$ cat config.mk
export PLATFORM = sky130hd
export DESIGN_NAME = wb_classic_master_flat
export DESIGN_NICKNAME = d
export VERILOG_FILES = /design/src/rtl/wb_pkg.sv /design/src/rtl/wb_classic_master_if.sv /design/src/rtl/wb_timeout_counter.sv /design/src/rtl/wb_classic_master.sv /design/src/flat_wrapper.sv
export SDC_FILE = /design/constraint.sdc
export NUM_CORES = 1
export LEC_CHECK = 0
export CELL_PAD_IN_SITES_DETAIL_PLACEMENT = 1
export CELL_PAD_IN_SITES_GLOBAL_PLACEMENT = 1
export CORE_ASPECT_RATIO = 0.7
export CORE_MARGIN = 5
export CORE_UTILIZATION = 32
export DETAILED_ROUTE_END_ITERATION = 8
export GPL_TIMING_DRIVEN = 0
export PLACE_DENSITY = 0.76
export RECOVER_POWER = 100
export SLEW_MARGIN = 20
export SYNTH_ARGS = -nofsm -noshare
export SYNTH_HDL_FRONTEND = slang
export SYNTH_SLANG_ARGS = --single-unit
$ cat constraint.sdc
create_clock -name clk_i -period 2 [get_ports clk_i]
set_input_delay 0.3 -clock clk_i [delete_from_list [all_inputs] [get_ports clk_i]]
set_output_delay 0.3 -clock clk_i [all_outputs]
set_load 0.005 [all_outputs]
$ cat src/rtl/wb_pkg.sv
// wb_pkg: shared Wishbone widths, initiator FSM states and completion codes.
package wb_pkg;
    localparam int WB_ADDR_WIDTH = 32;
    localparam int WB_DATA_WIDTH = 32;
    typedef enum logic [1:0] {IDLE, BUS, BACKOFF} state_e;
    typedef enum logic [1:0] {OK, BUS_ERR, RETRY_EXHAUSTED, TIMEOUT} rsp_code_e;
endpackage

$ cat src/rtl/wb_classic_master_if.sv
// wb_classic_master_if: Wishbone B4 classic bus between one initiator and one responder.
interface wb_classic_master_if import wb_pkg::*; #(
    parameter int ADDR_WIDTH = WB_ADDR_WIDTH,
    parameter int DATA_WIDTH = WB_DATA_WIDTH
);
    logic                    cyc_o;
    logic                    stb_o;
    logic                    we_o;
    logic [ADDR_WIDTH-1:0]   adr_o;
    logic [DATA_WIDTH/8-1:0] sel_o;
    logic [DATA_WIDTH-1:0]   dat_o;
    logic [DATA_WIDTH-1:0]   dat_i;
    logic                    ack_i;
    logic                    err_i;
    logic                    rty_i;
    modport master (output cyc_o, stb_o, we_o, adr_o, sel_o, dat_o, input dat_i, ack_i, err_i, rty_i);
    modport slave (input cyc_o, stb_o, we_o, adr_o, sel_o, dat_o, output dat_i, ack_i, err_i, rty_i);
endinterface

$ cat src/rtl/wb_timeout_counter.sv
// wb_timeout_counter: saturating down-counter; load beats enable, expired while the count is zero.
module wb_timeout_counter #(
    parameter int WIDTH = 8
) (
    input  logic             clk_i,
    input  logic             rst_ni,
    input  logic             i_load,
    input  logic [WIDTH-1:0] i_load_val,
    input  logic             i_en,
    output logic             o_expired
);
    logic [WIDTH-1:0] r_count;
    always_ff @(posedge clk_i or negedge rst_ni) begin
        if (!rst_ni) r_count <= '0;
        else if (i_load) r_count <= i_load_val;
        else if (i_en && r_count != '0) r_count <= r_count - 1'b1;
    end
    assign o_expired = (r_count == '0);
endmodule

$ cat src/rtl/wb_classic_master.sv
// wb_classic_master: turns valid/ready requests into single Wishbone classic cycles
// with err/ack/rty handling, bounded retry and a no-response timeout.
module wb_classic_master import wb_pkg::*; #(
    parameter int ADDR_WIDTH     = WB_ADDR_WIDTH,
    parameter int DATA_WIDTH     = WB_DATA_WIDTH,
    parameter int MAX_RETRIES    = 3,
    parameter int TIMEOUT_CYCLES = 256
) (
    input  logic                    clk_i,
    input  logic                    rst_ni,
    input  logic                    req_valid,
    output logic                    req_ready,
    input  logic                    req_we,
    input  logic [ADDR_WIDTH-1:0]   req_addr,
    input  logic [DATA_WIDTH/8-1:0] req_sel,
    input  logic [DATA_WIDTH-1:0]   req_wdata,
    output logic                    rsp_valid,
    output logic [DATA_WIDTH-1:0]   rsp_rdata,
    output logic                    rsp_err,
    output logic                    rsp_timeout,
    wb_classic_master_if.master     bus
);
    localparam int SW = DATA_WIDTH / 8;
    localparam int RW = (MAX_RETRIES > 0) ? $clog2(MAX_RETRIES + 1) : 1;
    localparam int TW = $clog2(TIMEOUT_CYCLES);

    state_e                r_state, w_state;
    logic [RW-1:0]         r_retries;
    logic                  r_we;
    logic [ADDR_WIDTH-1:0] r_adr;
    logic [SW-1:0]         r_sel;
    logic [DATA_WIDTH-1:0] r_dat;
    logic [DATA_WIDTH-1:0] r_rdata;
    logic                  r_rsp_valid, r_rsp_err, r_rsp_timeout;
    logic                  w_accept, w_done, w_err, w_timeout, w_rd_capture, w_retry;
    logic                  w_tmo_load, w_tmo_en, w_expired, w_exhausted;

    assign w_exhausted = (r_retries == RW'(MAX_RETRIES));
    assign w_tmo_load  = w_accept || (r_state == BACKOFF);

    // Loaded with TIMEOUT_CYCLES-1 so the abort lands on the TIMEOUT_CYCLES-th silent edge.
    wb_timeout_counter #(.WIDTH(TW)) u_tmo (
        .clk_i      (clk_i),
        .rst_ni     (rst_ni),
        .i_load     (w_tmo_load),
        .i_load_val (TW'(TIMEOUT_CYCLES - 1)),
        .i_en       (w_tmo_en),
        .o_expired  (w_expired)
    );

    always_comb begin
        w_state      = r_state;
        w_accept     = 1'b0;
        w_done       = 1'b0;
        w_err        = 1'b0;
        w_timeout    = 1'b0;
        w_rd_capture = 1'b0;
        w_retry      = 1'b0;
        w_tmo_en     = 1'b0;
        case (r_state)
            IDLE: begin
                w_accept = req_valid;
                w_state  = req_valid ? BUS : IDLE;
            end
            BUS: begin
                if (bus.err_i) begin
                    w_done  = 1'b1;
                    w_err   = 1'b1;
                    w_state = IDLE;
                end else if (bus.ack_i) begin
                    w_done       = 1'b1;
                    w_rd_capture = !r_we;
                    w_state      = IDLE;
                end else if (bus.rty_i) begin
                    w_done  = w_exhausted;
                    w_err   = w_exhausted;
                    w_retry = !w_exhausted;
                    w_state = w_exhausted ? IDLE : BACKOFF;
                end else if (w_expired) begin
                    w_done    = 1'b1;
                    w_err     = 1'b1;
                    w_timeout = 1'b1;
                    w_state   = IDLE;
                end else begin
                    w_tmo_en = 1'b1;
                end
            end
            BACKOFF: w_state = BUS;
            default: w_state = IDLE;
        endcase
    end

    always_ff @(posedge clk_i or negedge rst_ni) begin
        if (!rst_ni) begin
            r_state       <= IDLE;
            r_retries     <= '0;
            r_we          <= 1'b0;
            r_adr         <= '0;
            r_sel         <= '0;
            r_dat         <= '0;
            r_rdata       <= '0;
            r_rsp_valid   <= 1'b0;
            r_rsp_err     <= 1'b0;
            r_rsp_timeout <= 1'b0;
        end else begin
            r_state       <= w_state;
            r_rsp_valid   <= w_done;
            r_rsp_err     <= w_done && w_err;
            r_rsp_timeout <= w_done && w_timeout;
            r_retries     <= w_accept ? '0 : (w_retry ? r_retries + 1'b1 : r_retries);
            if (w_accept) begin
                r_we  <= req_we;
                r_adr <= req_addr;
                r_sel <= req_sel;
                r_dat <= req_wdata;
            end
            if (w_rd_capture) r_rdata <= bus.dat_i;
        end
    end

    // Bus strobes decode from state alone so an async reset drops them at once.
    assign req_ready   = (r_state == IDLE);
    assign bus.cyc_o   = (r_state == BUS);
    assign bus.stb_o   = (r_state == BUS);
    assign bus.we_o    = r_we;
    assign bus.adr_o   = r_adr;
    assign bus.sel_o   = r_sel;
    assign bus.dat_o   = r_dat;
    assign rsp_valid   = r_rsp_valid;
    assign rsp_rdata   = r_rdata;
    assign rsp_err     = r_rsp_err;
    assign rsp_timeout = r_rsp_timeout;
endmodule

$ cat src/flat_wrapper.sv
// flat-port wrapper written by rule: the top's interface ports become plain ports
module wb_classic_master_flat import wb_pkg::*;
#(
    parameter int ADDR_WIDTH     = WB_ADDR_WIDTH,
    parameter int DATA_WIDTH     = WB_DATA_WIDTH,
    parameter int MAX_RETRIES    = 3,
    parameter int TIMEOUT_CYCLES = 256
)
  (clk_i, rst_ni, req_valid, req_ready, req_we, req_addr, req_sel, req_wdata, rsp_valid, rsp_rdata, rsp_err, rsp_timeout, bus_cyc_o, bus_stb_o, bus_we_o, bus_adr_o, bus_sel_o, bus_dat_o, bus_dat_i, bus_ack_i, bus_err_i, bus_rty_i);
  wb_classic_master_if #(.ADDR_WIDTH(ADDR_WIDTH), .DATA_WIDTH(DATA_WIDTH)) bus_i ();
  input  logic clk_i;
  input  logic rst_ni;
  input  logic req_valid;
  output logic req_ready;
  input  logic req_we;
  input  logic [ADDR_WIDTH-1:0] req_addr;
  input  logic [DATA_WIDTH/8-1:0] req_sel;
  input  logic [DATA_WIDTH-1:0] req_wdata;
  output logic rsp_valid;
  output logic [DATA_WIDTH-1:0] rsp_rdata;
  output logic rsp_err;
  output logic rsp_timeout;
  output wire logic [$bits(bus_i.cyc_o)-1:0] bus_cyc_o;
  output wire logic [$bits(bus_i.stb_o)-1:0] bus_stb_o;
  output wire logic [$bits(bus_i.we_o)-1:0] bus_we_o;
  output wire logic [$bits(bus_i.adr_o)-1:0] bus_adr_o;
  output wire logic [$bits(bus_i.sel_o)-1:0] bus_sel_o;
  output wire logic [$bits(bus_i.dat_o)-1:0] bus_dat_o;
  input wire logic [$bits(bus_i.dat_i)-1:0] bus_dat_i;
  input wire logic [$bits(bus_i.ack_i)-1:0] bus_ack_i;
  input wire logic [$bits(bus_i.err_i)-1:0] bus_err_i;
  input wire logic [$bits(bus_i.rty_i)-1:0] bus_rty_i;
  assign bus_cyc_o = bus_i.cyc_o;
  assign bus_stb_o = bus_i.stb_o;
  assign bus_we_o = bus_i.we_o;
  assign bus_adr_o = bus_i.adr_o;
  assign bus_sel_o = bus_i.sel_o;
  assign bus_dat_o = bus_i.dat_o;
  assign bus_i.dat_i = bus_dat_i;
  assign bus_i.ack_i = bus_ack_i;
  assign bus_i.err_i = bus_err_i;
  assign bus_i.rty_i = bus_rty_i;
  wb_classic_master #(.ADDR_WIDTH(ADDR_WIDTH), .DATA_WIDTH(DATA_WIDTH), .MAX_RETRIES(MAX_RETRIES), .TIMEOUT_CYCLES(TIMEOUT_CYCLES)) u_core (.clk_i(clk_i), .rst_ni(rst_ni), .req_valid(req_valid), .req_ready(req_ready), .req_we(req_we), .req_addr(req_addr), .req_sel(req_sel), .req_wdata(req_wdata), .rsp_valid(rsp_valid), .rsp_rdata(rsp_rdata), .rsp_err(rsp_err), .rsp_timeout(rsp_timeout), .bus(bus_i));
endmodule
* Yosys cells after proc, flatten, opt, wreduce, memory -nomap -nowiden
Index checks and enable logic that the tools add are counted. W data, S select, Z words.
Word-level totals: bits in registers 116, word-level logic and storage cells 64
Cells by class: add/subtract/negate cells 2, equal/unequal tests 4, mux-type cells 36, reductions and logical operators 11
Operators by type and width (count):
- $mux W1 | 26
- $mux W8 | 2
- $mux W2 | 7
- $logic_not A8 Y1 | 1
- $reduce_bool A8 Y1 | 1
- $sub A8 B1 Y8 const B | 1
- $pmux W2 S3 | 1
- $ne A5 B1 Y1 const B | 1
- $eq A2 B2 Y1 const B | 2
- $reduce_bool A2 Y1 | 2
- $logic_and A1 B1 Y1 | 3
- $add A2 B1 Y2 const B | 1
- $eq A2 B1 Y1 const B | 1
- $logic_not A1 Y1 | 2
- $logic_not A2 Y1 | 1
- $logic_or A1 B1 Y1 | 1

* Depth between registers and ports, before layout
word-level depth 9, depth in mapped cells 6

* Modules after synthesis
A second synthesis with hierarchy kept.
Second synthesis, totals: cells, all modules 303, area total of the unflattened synthesis 4675.7 µm²
Modules (own cells, without submodules):
- wb_classic_master | instances 1, cells each 245, area an instance 4147.7 µm², seq. area each 2702.6 µm²
- wb_timeout_counter | instances 1, cells each 58, area an instance 528.0 µm², seq. area each 200.2 µm²

* Least setup slack after synthesis
No wires, ideal clock.
kind register to register, start point register u_core.u_tmo.r_count[0], end point register u_core.u_tmo.r_count[6], arrival 1.664 ns, required time 1.863 ns, path slack 0.199 ns, stages on the path, launching flop included 7, path buffers 0, clock period less this slack 1.801 ns, path through dfrtp_1 > inv_1 > ha_1 > or4b_2 > a211oi_2 > and3_1 > o21ai_0
On the way: longest elaborated chain between the ends 8, elaborated cells between the ends (all ways) 12, classes of those cells add/sub: 1; mux: 7; reduce/logical: 4
Ends and longest elaborated chain:
- start: declaration | line wb_timeout_counter.sv:12 | logic [WIDTH-1:0] r_count;
- start signal: assignment | line wb_timeout_counter.sv:15 | else if (i_load) r_count <= i_load_val;
- start signal: assignment | line wb_timeout_counter.sv:16 | else if (i_en && r_count != '0) r_count <= r_count - 1'b1;
- $logic_not A8 Y1 | line wb_timeout_counter.sv:18 | assign o_expired = (r_count == '0);
- $mux W1 | line wb_classic_master.sv:79 | end else if (w_expired) begin
- $mux W1 | line wb_classic_master.sv:74 | end else if (bus.rty_i) begin
- $mux W1 | line wb_classic_master.sv:70 | end else if (bus.ack_i) begin
- $mux W1 | line wb_classic_master.sv:66 | if (bus.err_i) begin
- $mux W1 | line wb_classic_master.sv:60 | case (r_state)
- $logic_and A1 B1 Y1 | line wb_timeout_counter.sv:16
- $reduce_bool A2 Y1 (no line)
Parallel ways exist; a longest one is shown, timed or not. The select of a mux whose other input is x is not followed. A chain may end at the register's enable or synchronous reset.

* Worst setup path after layout
start point register u_core.r_state[1], end point output port bus_cyc_o
On the way: longest elaborated chain between the ends 1
Ends and longest elaborated chain:
- start: declaration | line wb_classic_master.sv:27 | state_e r_state, w_state;
- start signal: assignment | line wb_classic_master.sv:106 | r_state <= w_state;
- $eq A2 B1 Y1 | line wb_classic_master.sv:123 | assign bus.cyc_o = (r_state == BUS);
- end: declaration | line flat_wrapper.sv:23 | output wire logic [$bits(bus_i.cyc_o)-1:0] bus_cyc_o;
No other way between the ends.

==> metrics.md <==
| Metric | Value |
|---|---|
| Ys flop type | `dfrtp_1` |
| Fin. max-slew vios | `0` |
| Clock buffer depth | `2` |
| Synthesized cell area | `about 4500 um2` |
| DRC errors left | `0` |
| Worst skew pair latency | `0.40 ns` |
| Chip Width | `152 um` |
| First-pass GRT wire length | `22.1 mm` |
| Yosys cell types | `38` |
| Clock sink count | `116` |
| Post-Syn Area per Cell | `roughly 16 um2` |
| IR Drop Worst-Case VDD | `0.557 mV` |
| Starting Density | `about 33%` |
| Final hold vios | `0` |
| Final setup vio count | `0` |
| Seq/Total Area, Yosys | `64.3%` |
| Initial antenna violation count | `0` |
| Startpoint type of the worst setup path | `flip-flop` |
| TritonCTS clock tree | `built` |
| Final Critical Period | `1.93 ns` |
| Fin Setup TNS | `0 ns` |
| Clock Skew | `0.00363 ns` |
| Util after Layout | `54.3%` |
| GR Util All Layers | `17.4%` |
| Vias in the first global route | `3920` |
| Max Fclk | `between 500 and 600 MHz` |
| Largest net degree at the start of global routing | `61` |
| Remaining antenna violation count after routing | `0` |
| Syn nets | `399` |
| Sw power | `1.99 mW` |
| First-pass DRT Iterations | `4` |
| PnR worst setup slack | `0.0741 ns` |
| Cell Pwr Density | `1090 nW/um2` |
| CTS buffer count | `17` |
| Syn-to-layout area delta | `66.8%` |
| Layout Nets | `around 630` |
| Fin cells | `726` |
| Post-Syn Instances | `289` |
| Initial DRC count | `87` |
| Total Power | `8.24 mW` |
| ANT cells | `0` |
| Gr ovfl total | `0` |
| EDFF count, synth | `0` |
| Final critical-path share of the clock period | `a little over nine tenths` |
| Worst path arrival time | `1.63 ns` |
| Die area | `between 15000 and 20000 um2` |
| Layout cell share with drive strength beyond 1 | `28.4%` |
| Dpl ws | `-0.316 ns` |
| Outcome | `complete, no violations` |
| Pint | `6.26 mW` |
| Crit Path Category | `reg -> out` |
| LEAKAGE | `3.20 nW` |
| DIE HEIGHT | `109 um` |
| Worst-margin pin slew | `1.40 ns` |
| Unrepaired setup endpoints after global routing | `false` |
| Final wirelength | `around 14 mm` |
| Yosys Warn Count | `0` |
| Num rows | `36` |
| Max-cap check violation count | `0` |
| Register bit total from synthesis | `approximately 120` |
| Seq pwr share | `38.3%` |
| Crit-path max FO | `5` |
| Asr flop ratio synth | `100%` |
| Clock transition at path regs | `~0.050 ns` |
| Design Area, Final | `7530 um2` |
| I/O pin total | `214` |
| Vias post-DR | `3347` |
| CP required | `1.70 ns` |
| Hold WS | `approximately 0.50 ns` |
| Placed cell area | `roughly 6900 um2` |
| Core area | `around 14000 um2` |
| Final GP Congestion | `roughly 0.74` |
| Htree depth | `4` |
| # fillers | `1387` |
| Slew headroom | `6.58%` |
| Min-delay worst type | `reg -> reg` |
| WL per Instance | `19.3 um` |
| Logic gate share of total power | `about a quarter` |
| Dpl hpwl | `10.6 mm` |
| Sw Ratio | `24.1%` |
| DR vias/cell | `4.61` |
| Clk root buf | `clkbuf_16` |
| Clock power share | `a little under two fifths` |
| Input/output buffers | `213` |
| Worst setup EP type | `output pin` |
| Cells after DPL | `693` |
## state kept, by name, summed over array words and instances (netlist names)
name / flops
u_core.rsp_err: 1
u_core.bus.adr_o: 32
u_core.bus.we_o: 1
u_core.u_tmo.r_count: 8
u_core.bus.sel_o: 4
u_core.r_state: 2
u_core.rsp_rdata: 32
u_core.rsp_valid: 1
u_core.rsp_timeout: 1
u_core.bus.dat_o: 32
u_core.r_retries: 2
## path summary, 6_finish.rpt
path	from	depth (start not counted)	endpoint	slack, ns
setup reg to reg	u_core.r_state[1]	5	u_core.r_retries[1]	0.09
setup / recovery	u_core.r_state[1]	2	bus_cyc_o	0.07
max in group asynchronous	rst_ni	3	u_core.bus.dat_o[1]	0.30
hold / removal	u_core.bus.dat_o[4]	1	u_core.bus.dat_o[4]	0.50
hold reg to reg	u_core.bus.dat_o[4]	1	u_core.bus.dat_o[4]	0.50
min in group asynchronous	rst_ni	2	u_core.rsp_rdata[14]	0.76
## cells in the final DEF (no fill, tap or decap), types with 2 or more instances in the layout
cell             instances
or4b_1                   2
o21ai_1                  2
and3_1                   2
inv_1                    3
a31oi_1                  3
a21oi_1                  2
buf_4                    2
clkinv_2                 4
nor3_1                   2
and4_1                   2
bufinv_16                3
o21ai_0                  2
mux2_1                   3
dfrtp_1                116
ha_1                     3
clkbuf_2                 7
clkbuf_1                 4
mux2_2                  98
nand2_1                  5
nor2_1                   9
clkbuf_16               17
buf_2                    5
clkdlybuf4s50_1        106
clkbuf_8                 3
xnor2_1                  2
dlygate4sd3_1          106
## power groups by stage
stage          Sequential, mW  Clock (mW)  Combinational [mW]
5_1_grt                  3.22        3.30                2.15
3_3_place_gp             3.18           0                2.15
4_1_cts                  3.19        3.17                2.24
6_report                 3.16        3.10                1.99
2_1_floorplan            3.23           0               0.598
3_5_place_dp             3.22           0                2.22
## routing by layer
layer	global-route usage, %	wire (um)	vias up
met4	6.61	184	0
li1	-	-	1493
met5	0	0	-
met1	19.5	5660	1679
met3	9.32	1500	15
met2	28.4	6700	160
## area by class of cell
cell class / count / area, um2 / area share (%)
buffer: 13 / 66.3 / 0.880
clock buffer: 23 / 478 / 6.34
multi-input combinational: 156 / 1540 / 20.5
timing repair buffer: 216 / 2170 / 28.8
tap: 190 / 238 / 3.16
inverter: 3 / 11.3 / 0.149
sequential: 116 / 2900 / 38.5
clock inverter: 9 / 126 / 1.68
## cell usage after synthesis, drive strengths merged (2+ instances only)
| library cell | number | area (um2) |
|---|---|---|
| nand2 | 5 | 18.8 |
| mux2 | 101 | 1140 |
| a21oi | 2 | 10.0 |
| buf | 12 | 62.6 |
| and4 | 2 | 17.5 |
| and3 | 2 | 12.5 |
| o21ai | 4 | 20.0 |
| or4b | 2 | 20.0 |
| inv | 3 | 11.3 |
| a31oi | 3 | 18.8 |
| nor3 | 2 | 10.0 |
| ha | 3 | 37.5 |
| nor2 | 10 | 40.0 |
| dfrtp | 116 | 2900 |
| xnor2 | 2 | 17.5 |
| clkbuf | 2 | 7.51 |
| a211oi | 3 | 40.0 |
## cells by family after synthesis
| logic type | share of synthesized area [%] |
|---|---|
| adders and majority gates | 0.831 |
| muxes | 25.4 |
| DFF | 64.3 |
| and+or+nand+nor | 4.27 |
| xor gates and xnor gates | 0.582 |
| AOI/OAI and AO/OA | 2.83 |
| buffers and inverters | 1.80 |
## critical path, stage by stage, from the launching register on
cell,delay (ns)
dfrtp_1,0.42
and2b_2,0.29
clkdlybuf4s50_1,0.52
## timing repair
action                                  in CTS  in global routing
endpoints found under the hold margin       59                  0
setup buffers                                0                  1
hold buffers                                 1                  0
gates cloned                                 0                  0
pin swaps                                    0                  2
endpoints found under the setup margin      43                  6
resized for setup                            3                  3
No activity file was read; power rests on OpenSTA's default activity.
